--- src/rtl/bin_to_bcd8.sv ---
`default_nettype none
// ---------------------------------------------------------------------------
// bin_to_bcd8 : sequential double-dabble binary to 8-digit BCD converter
// Rev 1.0 : initial release
// ---------------------------------------------------------------------------
module bin_to_bcd8 #(
  parameter int BIN_W = 27
) (
  input  logic             mclk,
  input  logic             rst_n,
  input  logic             start,
  input  logic [BIN_W-1:0] bin,
  output logic             busy,
  output logic             done,
  output logic             ovf,
  output logic [3:0]       d1,
  output logic [3:0]       d2,
  output logic [3:0]       d3,
  output logic [3:0]       d4,
  output logic [3:0]       d5,
  output logic [3:0]       d6,
  output logic [3:0]       d7,
  output logic [3:0]       d8
);

  localparam int                 c_cnt_w = $clog2(BIN_W);
  localparam logic [c_cnt_w-1:0] c_last  = c_cnt_w'(BIN_W - 1);
  localparam logic [BIN_W-1:0]   c_max   = BIN_W'(99_999_999);

  typedef enum logic [1:0] {
    IDLE   = 2'd0,
    SHIFT  = 2'd1,
    FINISH = 2'd2
  } state_t;

  state_t             r_state;
  logic [BIN_W-1:0]   r_sr;
  logic [31:0]        r_bcd;
  logic [c_cnt_w-1:0] r_cnt;
  logic               r_ovf_pend;
  logic [31:0]        w_adj;

  generate
    for (genvar i = 0; i < 8; i++) begin : g_nib
      assign w_adj[4*i +: 4] = (r_bcd[4*i +: 4] >= 4'd5) ? r_bcd[4*i +: 4] + 4'd3
                                                         : r_bcd[4*i +: 4];
    end
  endgenerate

  always_ff @(posedge mclk or negedge rst_n) begin
    if (!rst_n) begin
      r_state    <= IDLE;
      r_sr       <= '0;
      r_bcd      <= '0;
      r_cnt      <= '0;
      r_ovf_pend <= 1'b0;
      busy       <= 1'b0;
      done       <= 1'b0;
      ovf        <= 1'b0;
      {d8, d7, d6, d5, d4, d3, d2, d1} <= '0;
    end else begin
      done <= 1'b0;
      case (r_state)
        IDLE: begin
          if (start) begin
            r_sr       <= bin;
            r_bcd      <= '0;
            r_cnt      <= '0;
            r_ovf_pend <= (bin > c_max);
            busy       <= 1'b1;
            r_state    <= SHIFT;
          end
        end
        SHIFT: begin
          r_bcd <= {w_adj[30:0], r_sr[BIN_W-1]};
          r_sr  <= r_sr << 1;
          r_cnt <= r_cnt + 1'b1;
          // A bit carried out of the top digit can only mean the value overflowed.
          r_ovf_pend <= r_ovf_pend | w_adj[31];
          if (r_cnt == c_last) r_state <= FINISH;
        end
        FINISH: begin
          ovf <= r_ovf_pend;
          if (r_ovf_pend) {d8, d7, d6, d5, d4, d3, d2, d1} <= 32'hFFFF_FFFF;
          else            {d8, d7, d6, d5, d4, d3, d2, d1} <= r_bcd;
          done    <= 1'b1;
          busy    <= 1'b0;
          r_state <= IDLE;
        end
        default: begin
          busy    <= 1'b0;
          r_state <= IDLE;
        end
      endcase
    end
  end

endmodule
`default_nettype wire

--- config.mk ---
export PLATFORM = sky130hd
export DESIGN_NAME = bin_to_bcd8
export DESIGN_NICKNAME = d
export VERILOG_FILES = /design/src/rtl/bin_to_bcd8.sv
export SDC_FILE = /design/constraint.sdc
export NUM_CORES = 1
export LEC_CHECK = 0
export CELL_PAD_IN_SITES_DETAIL_PLACEMENT = 0
export CELL_PAD_IN_SITES_GLOBAL_PLACEMENT = 1
export CORE_MARGIN = 5
export CORE_UTILIZATION = 46
export DETAILED_ROUTE_END_ITERATION = 8
export GPL_ROUTABILITY_DRIVEN = 0
export PLACE_DENSITY = 0.94
export SYNTH_ARGS = -nofsm -noshare
export SYNTH_HDL_FRONTEND = slang
export SYNTH_SLANG_ARGS = --single-unit
--- constraint.sdc ---
create_clock -name mclk -period 3 [get_ports mclk]
set_input_delay 0.6 -clock mclk [delete_from_list [all_inputs] [get_ports mclk]]
set_output_delay 0.6 -clock mclk [all_outputs]
set_load 0.01 [all_outputs]
==> flow_summary.ini, run 1 <==
[routing]
drt-total-wl_mm = 10.6
wl_per_cell_um = 15.0
firstDrtPassIters = 4
vias_per_cell = 5.53
drtAntennaViolNets = 0
drtIter0Drc = 203
drc = 0
detailroute.via_count = 3906

[floorplan]
area_of_the_core_region_sq_mm = 0.0107
core.rowCount = 38
die-area_sq_mm = 0.0130
floorplan.io_pins = 65
floorplan.die.width_um = 114
starting_utilization_of_the_core_area_pct = 46.4
die_y_um = 114

[sta]
unrepaired_setup_endpoints_after_global_routing = false
worst_clock_skew_ps = 12.4
relSlewSlack_pct = 32.8
final_hold_viol_count = 0
final.setup.tns_ps = 0
achievable-frequency_mhz = 533
timing.hold.ws_ps = 249
final_period_minus_worst_setup_slack_ps = 1880
worst_margin_slew_ps = 1010
setup-violations-final = 0
final-max-slew-violation-count = 0
post-route-period-util_pct = 62.5

[power_and_ir_drop]
p_leak_nw = 2.61
power.total_mw = 5.12
vdd.ir_drop.worst_mv = 0.385
p_per_area_mw_per_mm2 = 865

[critical_path]
crit_path_max_fanout = 2
worstSetupEndpointType = primary output
cp_data_required_time_ps = 2400
critical_path.max_stage_delay_ps = 550
setup.worst_path.start_class = register
timing.critical_path.arrival_ps = 1280
critical-path-slowest-cell = sky130_fd_sc_hd__clkdlybuf4s50_1
path_class = register to primary output
critical_path.cell_chain = clkdlybuf4s50_1
family_with_the_most_delay_on_the_worst_path = buffers and inverters
critPathBufInv = 1

[finish]
synthToLayoutAreaGrowth_pct = 19.1
antenna_cells_inserted = 0
final_design_area_no_fill_sq_mm = 0.00592
layout_commonest_cell = sky130_fd_sc_hd__dfrtp_1
layout-drive-gt1-share_pct = 6.54
stdcell_count = 706
mostFrequentLayoutCells = 102 x sky130_fd_sc_hd__dfrtp_1, 74 x sky130_fd_sc_hd__o21ai_0, 63 x sky130_fd_sc_hd__clkdlybuf4s50_1
layout.nets = 609

[clock_tree]
number_of_clock_buffers_inserted_by_tritoncts = 9
number_of_buffers_on_the_longest_clock_path = 2
tritoncts_clock_tree = done
hold_fix_buffers_at_cts = 0
ctsRootBufferMaster = sky130_fd_sc_hd__clkbuf_8
clock_sinks = 102
cts_resized = 0
insertion_delay_ps = 370
htreeDepth = 3
clk_pin_slew_ps = 100
post_cts_buffers = 0

[logic_synthesis]
yosys_register_bits = 102
synth_nets = 557
netlist_area_sq_mm = 0.00497
synth_cell_type_count = 37
synth_sequential_area_ratio_pct = 51.4
synthDominantAreaCellType = sky130_fd_sc_hd__dfrtp_1
synth_cells = 509
avg_inst_size_synth_sq_um = 9.76
synthDominantCellAreaShare_pct = 51.4
synth_warnings = 0
synthTopCellsByArea = sky130_fd_sc_hd__dfrtp_1 51%, sky130_fd_sc_hd__o21ai_0 7.5%, sky130_fd_sc_hd__ha_1 4.5%, sky130_fd_sc_hd__a22oi_1 3.9%, sky130_fd_sc_hd__nor2b_1 3.8%

[grt]
grt_first_pass_wirelength_mm = 18.3
grtUsageTotal_pct = 17.1
global_route.usage.met3_pct = 4.24
met2_usage_pct = 29.3
number_of_antenna_violations_at_the_first_check_in_global_routing = 0
groute.layer.met1.usage_pct = 22.0
grt_start_max_net_pins = 67
grt_overflow_total = 0
globalRoute.busiestLayer = met2
grt_pass1_vias = 3938

[placement]
post-dp-hpwl_mm = 7.14
portBuffers = 64
place_inst = 690
detailed_place.area_sq_mm = 0.00574

[job]
maxcap_viol_count = 0

[hold_path]
hold_path_class = input pin to async pin

[run_status]
status = completed
## Yosys cell counts
cell / count
sky130_fd_sc_hd__a21oi_1: 37
sky130_fd_sc_hd__a22o_1: 4
sky130_fd_sc_hd__a22oi_1: 26
sky130_fd_sc_hd__a32o_1: 8
sky130_fd_sc_hd__and2_1: 1
sky130_fd_sc_hd__and4_1: 1
sky130_fd_sc_hd__and4b_1: 2
sky130_fd_sc_hd__buf_1: 2
sky130_fd_sc_hd__buf_2: 18
sky130_fd_sc_hd__buf_4: 2
sky130_fd_sc_hd__clkbuf_1: 12
sky130_fd_sc_hd__dfrtp_1: 102
sky130_fd_sc_hd__ha_1: 18
sky130_fd_sc_hd__inv_1: 19
sky130_fd_sc_hd__mux2_2: 6
sky130_fd_sc_hd__mux2i_1: 3
sky130_fd_sc_hd__nand2_1: 43
sky130_fd_sc_hd__nand2b_1: 11
sky130_fd_sc_hd__nand3_1: 2
sky130_fd_sc_hd__nand4_1: 3
sky130_fd_sc_hd__nor2_1: 33
sky130_fd_sc_hd__nor2_2: 1
sky130_fd_sc_hd__nor2_4: 1
sky130_fd_sc_hd__nor2b_1: 30
sky130_fd_sc_hd__nor3_1: 1
sky130_fd_sc_hd__nor3b_1: 1
sky130_fd_sc_hd__o211ai_1: 1
sky130_fd_sc_hd__o21ai_0: 74
sky130_fd_sc_hd__o21ai_1: 6
sky130_fd_sc_hd__o22ai_1: 9
sky130_fd_sc_hd__o31ai_1: 8
sky130_fd_sc_hd__o32a_1: 1
sky130_fd_sc_hd__o32ai_1: 6
sky130_fd_sc_hd__or2_1: 1
sky130_fd_sc_hd__or4_1: 1
sky130_fd_sc_hd__xnor2_1: 8
sky130_fd_sc_hd__xor2_1: 7
## worst paths after layout
| check | depth (start not counted) | from | to | slack [ps] |
|---|---|---|---|---|
| max | 1 | d1[1]$_DFFE_PN0P_ | d1[1] | 1120 |
| min | 1 | rst_n | d5[1]$_DFFE_PN0P_ | 250 |
| max reg2reg | 6 | r_state[0]$_DFFE_PN0P_ | r_cnt[3]$_DFFE_PN0P_ | 1160 |
| min reg2reg | 2 | d6[0]$_DFFE_PN0P_ | d6[0]$_DFFE_PN0P_ | 480 |
| max in group asynchronous | 2 | rst_n | r_sr[0]$_DFFE_PN0P_ | 2030 |
| min in group mclk | 2 | d6[0]$_DFFE_PN0P_ | d6[0]$_DFFE_PN0P_ | 480 |
## cell families after synthesis
group,after synthesis,synth area share (%)
buffers and inverters,53,4.61
adders and majority gates,18,4.53
muxes,9,1.96
DFF,102,51.4
AOI/OAI and AO/OA,180,21.8
and+or+nand+nor,132,13.1
xor gates and xnor gates,15,2.64
## stage by stage
step	setup slack [ps]	util [%]
floorplan	1380	-
global placement	804	53.6
detailed placement	768	53.6
CTS	1090	55.3
global route	1020	55.3
finish	1120	55.3
## sequential cells by signal, indices dropped and copies added (netlist names)
register and flops:
d6 4, d1 4, d2 4, d4 4
d7 4, d8 4, d5 4, r_sr 27
ovf 1, done 1, r_ovf_pend 1, busy 1
d3 4, r_cnt 5, r_bcd 32, r_state 2
## final cells by class
class | instances | area [sq um]
inverter | 19 | 71.3
timing repair buffer | 75 | 746
clock buffer | 11 | 141
fill | 958 | 4780
sequential | 102 | 2550
clock inverter | 5 | 41.3
tap | 140 | 175
multi-input combinational | 354 | 2190
## power breakdown
part	leakage (nW)	internal, mW	switching [mW]
Clock	0.0866	0.332	0.486
Combinational	1.35	0.981	1.09
Sequential	1.17	1.81	0.425
## layer usage
layer / vias to the layer above / part of all wire, %
met1: 1899 / 44
met3: 4 / 4.6
li1: 1903 / -
met2: 100 / 50
met5: - / 0
met4: 0 / 0.54
## worst register-to-register path, stage by stage, from the launching register on
cell	delay (ps)
sky130_fd_sc_hd__dfrtp_1	330
sky130_fd_sc_hd__buf_4	290
sky130_fd_sc_hd__nor2b_2	510
sky130_fd_sc_hd__buf_12	270
sky130_fd_sc_hd__nand4_1	150
sky130_fd_sc_hd__nand3_1	100
sky130_fd_sc_hd__o21ai_0	80
Power figures use the tool's default switching activity.
==> inputs of run 2 (changes only) <==
--- a/config.mk
+++ b/config.mk
@@ -8,10 +8,10 @@
 export CELL_PAD_IN_SITES_DETAIL_PLACEMENT = 0
 export CELL_PAD_IN_SITES_GLOBAL_PLACEMENT = 1
 export CORE_MARGIN = 5
-export CORE_UTILIZATION = 46
+export CORE_UTILIZATION = 39
 export DETAILED_ROUTE_END_ITERATION = 8
 export GPL_ROUTABILITY_DRIVEN = 0
-export PLACE_DENSITY = 0.94
+export PLACE_DENSITY = 0.86
 export SYNTH_ARGS = -nofsm -noshare
 export SYNTH_HDL_FRONTEND = slang
 export SYNTH_SLANG_ARGS = --single-unit
==> constraint.sdc (replaced) <==
create_clock -name mclk -period 1.6 [get_ports mclk]
set_input_delay 0.32 -clock mclk [delete_from_list [all_inputs] [get_ports mclk]]
set_output_delay 0.32 -clock mclk [all_outputs]
set_load 0.01 [all_outputs]
==> run 2 against run 1 <==
  * Critical path depth stayed put
  * Final cell count rose by 9.1%
  * Sequential share of layout area decreased by 3.5 points
  * Count of clock-buffer cells in the layout increased by 1
  * Clock skew is 3.4 ps lower
  * Largest cell class unchanged
==> flow_summary.ini, run 2 (synthesis gave the netlist of run 1 again) <==
[critical_path]
cp_data_required_time_ps = 1280
critical-path-slowest-cell = sky130_fd_sc_hd__clkdlybuf4s50_1
family_with_the_most_delay_on_the_worst_path = buffers and inverters
critical_path.cell_chain = clkdlybuf4s50_1
setup.worst_path.start_class = register
timing.reg2reg.setup_slack_ps = 50
timing.critical_path.arrival_ps = 1240
crit_path_max_fanout = 2
worstSetupEndpointType = primary output
path_class = register to primary output
critical_path.max_stage_delay_ps = 540
critPathBufInv = 1

[sta]
unrepaired_setup_endpoints_after_global_routing = true
postLayoutSetupSlackWorst_ps = 39.6
worst_clock_skew_ps = 9.01
achievable-frequency_mhz = 641
final_hold_viol_count = 0
worst_margin_slew_ps = 353
post-route-period-util_pct = 97.5
relSlewSlack_pct = 76.5
final-max-slew-violation-count = 0
final_period_minus_worst_setup_slack_ps = 1560
setup-violations-final = 0

[power_and_ir_drop]
combPwrFrac_pct = 41.2
p_per_area_mw_per_mm2 = 1700
power.net_switching_mw = 4.04
p_sw_share_pct = 36.9
p_leak_nw = 2.83
vdd.ir_drop.worst_mv = 0.849
p_seq_share_pct = 38.2
power_report.internal_total_mw = 6.90
p_clk_share_pct = 20.5

[routing]
detailroute.via_count = 4085
firstDrtPassIters = 5
vias_per_cell = 5.31
wl_per_cell_um = 15.3
drc = 0
drtIter0Drc = 251
drt-total-wl_mm = 11.8
drtAntennaViolNets = 0

[clock_tree]
ctsRootBufferMaster = sky130_fd_sc_hd__clkbuf_16
htreeDepth = 3
clock_sinks = 102
insertion_delay_ps = 350
number_of_clock_buffers_inserted_by_tritoncts = 9
tritoncts_clock_tree = done
clk_pin_slew_ps = 70
number_of_buffers_on_the_longest_clock_path = 2

[hold_path]
hold_path_class = input pin to async pin

[finish]
layout_commonest_cell = sky130_fd_sc_hd__dfrtp_1
mostFrequentLayoutCells = 102 x sky130_fd_sc_hd__dfrtp_1, 71 x sky130_fd_sc_hd__o21ai_0, 48 x sky130_fd_sc_hd__clkdlybuf4s50_1
antenna_cells_inserted = 0
final_core_utilization_pct = 51.2
regMostFlops = r_bcd
layout-drive-gt1-share_pct = 14.4
synthToLayoutAreaGrowth_pct = 29.7
layout.nets = 641
reg.largest.list = r_bcd (32), r_sr (27), r_cnt (5)
largest_register_ffs = 32

[floorplan]
die-area_sq_mm = 0.0151
area_of_the_core_region_sq_mm = 0.0126
core.rowCount = 41
starting_utilization_of_the_core_area_pct = 39.5
die_y_um = 123
floorplan.io_pins = 65
floorplan.die.width_um = 123

[placement]
portBuffers = 64
dp_worst_setup_slack_ps = -226
post-dp-hpwl_mm = 8.12

[grt]
grt_start_max_net_pins = 59
grt_pass1_vias = 4233
number_of_antenna_violations_at_the_first_check_in_global_routing = 0
grtUsageTotal_pct = 16.6
grt_overflow_total = 0
grt_first_pass_wirelength_mm = 20.2

[job]
maxcap_viol_count = 0

[run_status]
status = completed
[run 2: changes by cell type in the layout (fill, tap and decap cells not counted), sizes merged]
cell           delta
buf              +31
clkdlybuf4s50    -15
dlymetal6s2s     +14
inv               -2
bufinv            +1
clkbuf            +1
clkinv            +1
clkinvlp          -1
dlygate4sd2       +1
dlygate4sd3       +1
[run 2: final cells by class]
class,count,area [sq um]
Fill cell,1134,6130
Sequential cell,102,2550
Multi-Input combinational cell,354,2230
Timing Repair Buffer,107,1060
Clock buffer,12,256
Tap cell,172,215
Inverter,19,71.3
Clock inverter,4,55.1
[run 2: path summary, 6_finish.rpt]
path | end | startpoint | cells past startpoint
max | d8[0] | d8[0]$_DFFE_PN0P_ | 1
min | done$_DFF_PN0_ | rst_n | 2
max reg2reg | r_ovf_pend$_DFFE_PN0P_ | r_bcd[28]$_DFFE_PN0P_ | 7
min reg2reg | d7[2]$_DFFE_PN0P_ | d7[2]$_DFFE_PN0P_ | 2
max in group asynchronous | r_sr[22]$_DFFE_PN0P_ | rst_n | 3
min in group mclk | d7[2]$_DFFE_PN0P_ | d7[2]$_DFFE_PN0P_ | 2
[run 2: routing by layer]
| metal | vias to the layer above | share of wire, % | GRT usage (%) |
|---|---|---|---|
| li1 | 1967 | - | - |
| met1 | 1985 | 45 | 21.1 |
| met2 | 116 | 49 | 27.9 |
| met3 | 17 | 5.4 | 4.47 |
| met4 | 0 | 1.6 | 4.69 |
| met5 | - | 0 | 0 |
[run 2: stage by stage]
stage	area [sq um]	TNS, ps	instances	hold slack, ps	total power [mW]
finish	6440	0	770	315	10.9
global route	6440	-7.11	770	316	11.8
CTS	6370	0	770	303	10.9
detailed placement	6050	-6120	753	125	8.56
global placement	6050	-3570	753	125	8.32
floorplan	4970	0	509	24.4	6.95
[run 2: power groups by stage]
stage	clock, mW	combinational [mW]	sequential [mW]
after floorplan	0	2.95	4.00
after global routing	2.42	5.08	4.28
final	2.25	4.51	4.18
after detailed placement	0	4.41	4.15
after global placement	0	4.21	4.11
after CTS	2.30	4.45	4.12
[run 2: what timing repair did]
item / CTS / global route
setup buffers: 0 / 0
setup endpoints to repair: 2 / 27
resized for setup: 3 / 33
hold endpoints to repair: 45 / 0
pin swaps: 0 / 3
gates cloned: 0 / 0
hold buffers: 1 / 0
